$ cat config.mk
export PLATFORM = sky130hd
export DESIGN_NAME = assay_stage_sequencer
export DESIGN_NICKNAME = d
export VERILOG_FILES = /design/src/rtl/mfda_seq_pkg.sv /design/src/rtl/assay_stage_sequencer_stage_timer.sv /design/src/rtl/assay_stage_sequencer.sv
export SDC_FILE = /design/constraint.sdc
export NUM_CORES = 1
export LEC_CHECK = 0
export ABC_AREA = 1
export BUFFER_PORTS_ARGS = -buffer_cell sky130_fd_sc_hd__buf_2
export CORE_ASPECT_RATIO = 1.4
export CORE_MARGIN = 5
export CORE_UTILIZATION = 55
export CTS_CLUSTER_DIAMETER = 200
export CTS_CLUSTER_SIZE = 30
export DETAILED_ROUTE_END_ITERATION = 12
export PLACE_DENSITY = 0.74
export SLEW_MARGIN = 20
export SYNTH_ARGS = -nofsm -noshare
export SYNTH_HDL_FRONTEND = slang
export SYNTH_HIERARCHICAL = 1
export SYNTH_SLANG_ARGS = --single-unit
$ cat constraint.sdc
create_clock -name clk -period 3.04 [get_ports clk]
set_clock_uncertainty 0.1 [all_clocks]
set_input_delay 0.608 -clock clk [delete_from_list [all_inputs] [get_ports clk]]
set_output_delay 0.608 -clock clk [all_outputs]
set_load 0.03 [all_outputs]
$ cat src/rtl/mfda_seq_pkg.sv
`default_nettype none
// ============================================================================
// mfda_seq_pkg : shared types and default constants for the assay sequencer
// Rev 1.0
// ============================================================================
package mfda_seq_pkg;

  localparam int DEF_NUM_STAGES     = 4;
  localparam int DEF_CNT_W          = 16;
  localparam int DEF_SETTLE_TIMEOUT = 1024;

  typedef enum logic [1:0] {
    STG_BYPASS = 2'd0,
    STG_MIXER  = 2'd1,
    STG_HEATER = 2'd2,
    STG_FILTER = 2'd3
  } stage_type_e;

  typedef enum logic [2:0] {
    ST_IDLE    = 3'd0,
    ST_ADVANCE = 3'd1,
    ST_SETTLE  = 3'd2,
    ST_DWELL   = 3'd3,
    ST_DRAIN   = 3'd4,
    ST_ERROR   = 3'd5
  } seq_state_e;

endpackage
`default_nettype wire

$ cat src/rtl/assay_stage_sequencer_stage_timer.sv
`default_nettype none
// ============================================================================
// stage_timer : loadable saturating down-counter shared by SETTLE and DWELL
// Rev 1.0
// ============================================================================
module stage_timer #(
  parameter int CNT_W = 16
) (
  input  logic             clk,
  input  logic             rst_n,
  input  logic             clr,
  input  logic             load,
  input  logic [CNT_W-1:0] load_val,
  input  logic             en,
  output logic             done
);

  logic [CNT_W-1:0] count;

  always_ff @(posedge clk or negedge rst_n) begin
    if (!rst_n) begin
      count <= '0;
    end else if (clr) begin
      count <= '0;
    end else if (load) begin
      count <= load_val;
    end else if (en && (count != '0)) begin
      count <= count - 1'b1;
    end
  end

  // Done on the last counted cycle, so a load of N spans exactly N cycles.
  assign done = (count <= CNT_W'(1));

endmodule
`default_nettype wire

$ cat src/rtl/assay_stage_sequencer.sv
`default_nettype none
// ============================================================================
// assay_stage_sequencer : programmable fluidic stage sequencer with heater settle
// Rev 1.0
// ============================================================================
module assay_stage_sequencer
  import mfda_seq_pkg::*;
#(
  parameter int NUM_STAGES     = DEF_NUM_STAGES,
  parameter int CNT_W          = DEF_CNT_W,
  parameter int SETTLE_TIMEOUT = DEF_SETTLE_TIMEOUT
) (
  input  logic                          clk,
  input  logic                          rst_n,
  input  logic                          cfg_we,
  input  logic [$clog2(NUM_STAGES)-1:0] cfg_addr,
  input  logic [1:0]                    cfg_type,
  input  logic [CNT_W-1:0]              cfg_dwell,
  input  logic                          src_valid,
  output logic                          src_ready,
  input  logic                          heat_ok,
  input  logic                          abort,
  output logic                          out_valid,
  input  logic                          out_ready,
  output logic [NUM_STAGES-1:0]         stage_en,
  output logic [$clog2(NUM_STAGES)-1:0] stage_idx,
  output logic                          busy,
  output logic                          err
);

  localparam int                IDX_W       = $clog2(NUM_STAGES);
  localparam logic [IDX_W-1:0]  LAST_IDX    = IDX_W'(NUM_STAGES - 1);
  localparam logic [CNT_W-1:0]  SETTLE_LOAD = CNT_W'(SETTLE_TIMEOUT);

  seq_state_e       state, state_nxt;
  logic [IDX_W-1:0] idx, idx_nxt;

  stage_type_e      type_tbl  [NUM_STAGES];
  logic [CNT_W-1:0] dwell_tbl [NUM_STAGES];

  stage_type_e      cur_type;
  logic [CNT_W-1:0] cur_dwell;
  logic [CNT_W-1:0] dwell_load;
  logic             addr_ok;

  logic             tmr_clr, tmr_load, tmr_en, tmr_done;
  logic [CNT_W-1:0] tmr_val;

  if (2 ** IDX_W == NUM_STAGES) begin : g_addr_full
    assign addr_ok = 1'b1;
  end else begin : g_addr_part
    assign addr_ok = (32'(cfg_addr) < NUM_STAGES);
  end

  always_ff @(posedge clk or negedge rst_n) begin
    if (!rst_n) begin
      for (int i = 0; i < NUM_STAGES; i++) begin
        type_tbl[i]  <= STG_BYPASS;
        dwell_tbl[i] <= '0;
      end
    end else if (cfg_we && !busy && addr_ok) begin
      type_tbl[cfg_addr]  <= stage_type_e'(cfg_type);
      dwell_tbl[cfg_addr] <= cfg_dwell;
    end
  end

  assign cur_type   = type_tbl[idx];
  assign cur_dwell  = dwell_tbl[idx];
  // A zero dwell still holds the stage for one cycle.
  assign dwell_load = (cur_dwell == '0) ? CNT_W'(1) : cur_dwell;

  always_ff @(posedge clk or negedge rst_n) begin
    if (!rst_n) begin
      state <= ST_IDLE;
      idx   <= '0;
    end else begin
      state <= state_nxt;
      idx   <= idx_nxt;
    end
  end

  always_comb begin
    state_nxt = state;
    idx_nxt   = idx;
    tmr_clr   = 1'b0;
    tmr_load  = 1'b0;
    tmr_val   = dwell_load;
    unique case (state)
      ST_IDLE: begin
        if (src_valid && src_ready) begin
          state_nxt = ST_ADVANCE;
          idx_nxt   = '0;
        end
      end
      ST_ADVANCE: begin
        unique case (cur_type)
          STG_BYPASS: begin
            if (idx == LAST_IDX) state_nxt = ST_DRAIN;
            else                 idx_nxt   = idx + 1'b1;
          end
          STG_HEATER: begin
            state_nxt = ST_SETTLE;
            tmr_load  = 1'b1;
            tmr_val   = SETTLE_LOAD;
          end
          default: begin
            state_nxt = ST_DWELL;
            tmr_load  = 1'b1;
          end
        endcase
      end
      ST_SETTLE: begin
        if (heat_ok) begin
          state_nxt = ST_DWELL;
          tmr_load  = 1'b1;
        end else if (tmr_done) begin
          state_nxt = ST_ERROR;
        end
      end
      ST_DWELL: begin
        if (tmr_done) begin
          if (idx == LAST_IDX) begin
            state_nxt = ST_DRAIN;
          end else begin
            state_nxt = ST_ADVANCE;
            idx_nxt   = idx + 1'b1;
          end
        end
      end
      ST_DRAIN: begin
        if (out_ready) begin
          state_nxt = ST_IDLE;
          idx_nxt   = '0;
        end
      end
      ST_ERROR: begin
        state_nxt = ST_ERROR;
      end
      default: begin
        state_nxt = ST_IDLE;
        idx_nxt   = '0;
      end
    endcase
    if (abort) begin
      state_nxt = ST_IDLE;
      idx_nxt   = '0;
      tmr_clr   = 1'b1;
    end
  end

  assign tmr_en = (state == ST_SETTLE) || (state == ST_DWELL);

  stage_timer #(
    .CNT_W (CNT_W)
  ) u_timer (
    .clk      (clk),
    .rst_n    (rst_n),
    .clr      (tmr_clr),
    .load     (tmr_load),
    .load_val (tmr_val),
    .en       (tmr_en),
    .done     (tmr_done)
  );

  // Handshakes are gated by abort so a simultaneous abort never completes a transfer.
  assign src_ready = rst_n && (state == ST_IDLE) && !abort;
  assign out_valid = (state == ST_DRAIN) && !abort;
  assign busy      = (state != ST_IDLE);
  assign err       = (state == ST_ERROR);
  assign stage_idx = idx;
  assign stage_en  = tmr_en ? ({{(NUM_STAGES-1){1'b0}}, 1'b1} << idx) : '0;

endmodule
`default_nettype wire

==> results_dict.tcl, run 1 <==
set metrics [dict create \
    status "finished clean" \
    cts_tree "done" \
    wl_met2_mm 6.35 \
    tns_ns 0 \
    dieHeight_um 127 \
    dr.pass1.iters 4 \
    drive_above_1_share 0.236 \
    drv_cap 0 \
    synth-edff-count 0 \
    fin_ws_ns 0.366 \
    rsz0062_at_grt "false" \
    synth_area_mm2 0.00536 \
    overflow 0 \
    synth.distinct_cells 34 \
    mostFrequentLayoutCells "nand2_1, dfrtp_1, nor2_1, nand3_1, mux2_4" \
    cts_inserted_buffers 9 \
    crit_type "register to output port" \
    syn_nets 642 \
    peakVddDrop_uv 611 \
    ctsHoldBuffers 0 \
    hold_path_class "primary input to async pin" \
    gp_congestion 0.869 \
    yosysSeqAreaShare 0.434 \
    dp_slack_ns 0.520 \
    dp.cells 768 \
    io_buffers 36 \
    clkSinkCount 93 \
    post_cts_resized 0 \
    dpl.hpwl_mm 8.37 \
    critPathRequiredTime_ns 2.33 \
    top_layer "met4" \
    critPathCaptureType "output port" \
    core_mm2 0.00951 \
    crit_fanout 35 \
    grt_usage 0.220 \
    wl_met1_mm 5.10 \
    clk_pin_slew_worst_paths_ns 0.06 \
    min_period_over_period 0.880 \
    wl_mm 12.1 \
    grt_pass1_vias 4399 \
    postSynthCellCount 609 \
    wl_met3_um 315 \
    grt_max_degree 52 \
    final_common_cell "nand2_1" \
    fillCellCount 813 \
    fin_nets 680 \
    stdcell_count 784 \
    cts_setup_buffers 0 \
    drc 0 \
    post-route-min-period_ns 2.67 \
    ctsLongestPathBuffers 2 \
    ys.warnings.count 6 \
    yosys_register_bits 93 \
    diodes 0 \
    startpoint_type "register" \
    hold_slack_ns 0.260 \
    setup_viol 0 \
    rows 42 \
    avgViaCountPerCell 5.34 \
    root_buffer "clkbuf_16" \
    clk_latency_ns 0.34 \
    dieArea_mm2 0.0118 \
    syn_area_per_cell_um2 8.80 \
    seq_area_mm2 0.00233 \
    async_flop_share 1.00 \
    die_w_um 93.4 \
    drv_slew 0 \
    slew_headroom 0.562 \
    p_leak_nw 2.92 \
    multi_input_area_mm2 0.00273 \
    finalHoldViolations 0 \
    synth-main-ff-cell "dfrtp_1" \
    ios 37 \
    grt_pass1_wl_mm 20.9 \
    syn_to_final_growth_pct 10.5 \
    power-per-cell-area_mw_per_mm2 1020 \
    timing.fmax_mhz 374 \
    worst_pin_slew_ns 0.657 \
    worst_ep_arrival_time_ns 1.97 \
    post_drt_wl_per_cell_um 15.4 \
    postRouteAntennaNets 0 \
    r2r_setup_slack_ns 0.48 \
    vias 4184 \
    cts.htree.levels 3 \
    start_util 0.563 \
    antenna_found_initial 0 \
    drt-initial-drc-count 236 \
]
[state kept, by name (all words and copies together), names as in the netlist]
| register | flops |
|---|---|
| dwell_tbl | 64 |
| stage_idx | 2 |
| state | 3 |
| type_tbl | 8 |
| u_timer/count | 16 |
[cells in the mapped netlist (2+ instances only)]
master / count / area, µm²
ha_1: 6 / 75.1
nor2_1: 60 / 225
nor2_4: 2 / 22.5
nand2_1: 198 / 743
o21ai_0: 20 / 100
buf_1: 7 / 26.3
nand3b_1: 2 / 15.0
or2_2: 4 / 25.0
nand2_4: 2 / 22.5
inv_1: 36 / 135
nor3_1: 6 / 30.0
a21oi_1: 7 / 35.0
clkbuf_1: 4 / 15.0
dfrtp_1: 93 / 2330
mux2_4: 40 / 601
mux2_2: 32 / 360
buf_2: 3 / 15.0
nor3_4: 5 / 81.3
buf_12: 4 / 80.1
nand4_1: 6 / 37.5
o21ai_1: 4 / 20.0
nand3_1: 55 / 275
nor4_1: 2 / 12.5
[path summary, 6_finish.rpt]
path / start / cells past startpoint / to
setup / recovery: stage_idx[0] / 6 / stage_en[0]
hold reg to reg: dwell_tbl[51] / 1 / dwell_tbl[51]
hold / removal: rst_n / 2 / type_tbl[5]
setup reg to reg: stage_idx[1] / 12 / u_timer/count[3]
min in group clk: dwell_tbl[51] / 1 / dwell_tbl[51]
max in group asynchronous: rst_n / 2 / dwell_tbl[41]
[final cells by class]
cell class / instances / share of cell area
multi-input cells: 457 / 0.461
flip-flops and latches: 93 / 0.393
repair buffers: 47 / 0.0448
clock buffers: 11 / 0.0427
well taps: 132 / 0.0279
inverters: 39 / 0.0249
clock inverters: 5 / 0.00592
[worst max-delay path, stage by stage, from the launching register on]
cell and delay [ns]:
dfrtp_1 0.49, inv_1 0.18, buf_4 0.39, ha_1 0.22
inv_1 0.04, nor2_1 0.09, buf_2 0.21
[per-layer routing]
layer / global-route usage / vias up
li1: - / 2061
met1: 0.270 / 2022
met2: 0.383 / 79
met3: 0.0296 / 22
met4: 0.0932 / 0
met5: 0 / -
[kinds of logic after synthesis]
logic type | Yosys count | synth area share
AO/OA/AOI/OAI | 34 | 0.0332
adder cells (fa/ha/maj) | 6 | 0.0140
buffers and inverters | 59 | 0.0565
flip-flops | 93 | 0.434
multiplexers | 72 | 0.179
AND/OR/NAND/NOR | 345 | 0.282
[power by group]
group | leakage (nW) | switching [mW] | internal, mW
clock | 0.141 | 0.469 | 0.599
combinational | 1.63 | 1.56 | 1.22
sequential | 1.15 | 0.371 | 1.79
[metrics by stage]
step / util / power (mW) / cell area [µm²]
floorplan: - / 4.31 / 5360
global placement: 0.592 / 4.84 / 5630
detailed placement: 0.592 / 4.93 / 5630
CTS: 0.622 / 6.03 / 5920
global route: 0.622 / 6.51 / 5920
finish: 0.622 / 6.02 / 5920
Note: power is estimated with default switching activity, not from simulation.
==> inputs of run 2 (changes only) <==
==> constraint.sdc (replaced) <==
create_clock -name clk -period 2.75 [get_ports clk]
set_clock_uncertainty 0.1 [all_clocks]
set_input_delay 0.55 -clock clk [delete_from_list [all_inputs] [get_ports clk]]
set_output_delay 0.55 -clock clk [all_outputs]
set_load 0.03 [all_outputs]
==> run 2 against run 1 <==
Via count grew 3.3%. Final area up 0.72%. Die area unchanged. Register-to-register slack got worse by 0.02 ns. Critical path depth shrank 1. Worst hold slack lost 0.068 ns. Combinational power increased by 13%. Non-clock buffer count up 2. Critical path type unchanged. Highest routed layer unchanged.
==> results_dict.tcl, run 2 (synthesis gave the netlist of run 1 again) <==
set metrics [dict create \
    status "finished clean" \
    post-route-min-period_ns 2.35 \
    grt_usage 0.223 \
    timing.fmax_mhz 426 \
    finalHoldViolations 0 \
    ctsLongestPathBuffers 2 \
    cp-startpoint "stage_idx[1]" \
    r2r-start "state[0]" \
    post_drt_wl_per_cell_um 15.8 \
    diodes 0 \
    p_leak_nw 2.94 \
    largest-register "dwell_tbl" \
    clkSinkCount 93 \
    overflow 0 \
    top_regs "dwell_tbl (64), u_timer/count (16), type_tbl (8)" \
    rsz0062_at_grt "false" \
    power.total_mw 6.83 \
    post_cts_resized 0 \
    critPathCaptureType "output port" \
    worst_pin_slew_ns 0.638 \
    largest_register_ffs 64 \
    startpoint_type "register" \
    cts_tree "done" \
    drv_slew 0 \
    power-per-cell-area_mw_per_mm2 1150 \
    hold_slack_ns 0.192 \
    root_buffer "clkbuf_16" \
    dr.pass1.iters 7 \
    cts.htree.levels 3 \
    fin_nets 682 \
    clk_pin_slew_worst_paths_ns 0.06 \
    drv_cap 0 \
    final_common_cell "nand2_1" \
    io_buffers 36 \
    vias 4321 \
    grt_max_degree 53 \
    antenna_found_initial 0 \
    core_mm2 0.00951 \
    gp_congestion 0.912 \
    crit_type "register to output port" \
    tns_ns 0 \
    setup_viol 0 \
    clk_latency_ns 0.35 \
    start_util 0.563 \
    syn_to_final_growth_pct 11.3 \
    ios 37 \
    crit_fanout 13 \
    rows 42 \
    die_w_um 93.4 \
    placed_area_mm2 0.00566 \
    final_area_mm2 0.00596 \
    grt_pass1_vias 4361 \
    dieArea_mm2 0.0118 \
    worst_ep_arrival_time_ns 1.70 \
    min_period_over_period 0.853 \
    dpl.hpwl_mm 8.60 \
    drc 0 \
    wl_mm 12.3 \
    cts_setup_buffers 0 \
    grt_pass1_wl_mm 21.1 \
    ctsHoldBuffers 0 \
    mostFrequentLayoutCells "nand2_1, dfrtp_1, nor2_1, nand3_1, mux2_4" \
    critPathRequiredTime_ns 2.10 \
    slew_headroom 0.574 \
    drt-initial-drc-count 340 \
    hold_path_class "primary input to async pin" \
    peakVddDrop_uv 618 \
    drive_above_1_share 0.233 \
    dieHeight_um 127 \
    avgViaCountPerCell 5.52 \
    postRouteAntennaNets 0 \
    cts_inserted_buffers 9 \
]
-- run 2: cell count changes in the layout (fill, tap and decap cells not counted), sizes merged --
cell      change
bufinv        +2
buf           +2
clkinvlp      -1
clkinv        -4
-- run 2: critical path, cell delays in order, from the launching register on --
cell and delay (ns):
dfrtp_1 0.37, clkinv_1 0.36, ha_1 0.35, inv_1 0.06
nor2_1 0.03, buf_2 0.18
-- run 2: cell type report --
cell class	count	area (µm²)
fill	796	3550
multi-input combinational	457	2730
sequential	93	2330
timing repair buffer	49	293
clock buffer	11	243
tap	132	165
inverter	39	148
clock inverter	2	60.1
-- run 2: final timing paths --
check	endpoint	slack, ns	depth (start not counted)
worst min-delay path	state[0]	0.19	2
worst min register to register	dwell_tbl[38]	0.41	1
worst max register to register	u_timer/count[15]	0.46	10
worst max-delay path	stage_en[0]	0.40	5
max in group asynchronous	dwell_tbl[55]	1.88	2
min in group clk	dwell_tbl[19]	0.38	2
-- run 2: report_power, final --
group          internal (mW)  leakage [nW]  switching, mW  total, mW
logic                   1.38          1.65           1.77       3.15
clock network          0.806         0.148          0.498       1.30
registers               1.98          1.15          0.399       2.38
total                   4.16          2.94           2.67       6.83
-- run 2: stage by stage --
step / utilization / std cells / setup slack, ns
after floorplan: - / 609 / 0.372
after global placement: 0.595 / 770 / 0.608
after detailed placement: 0.595 / 770 / 0.494
after CTS: 0.627 / 783 / 0.401
after global routing: 0.627 / 783 / 0.214
final: 0.627 / 783 / 0.403
-- run 2: routing by layer --
layer	global-route usage	routed length [µm]
met5	0	0
met1	0.273	5020
met2	0.399	6650
met4	0.0595	163
met3	0.0427	507
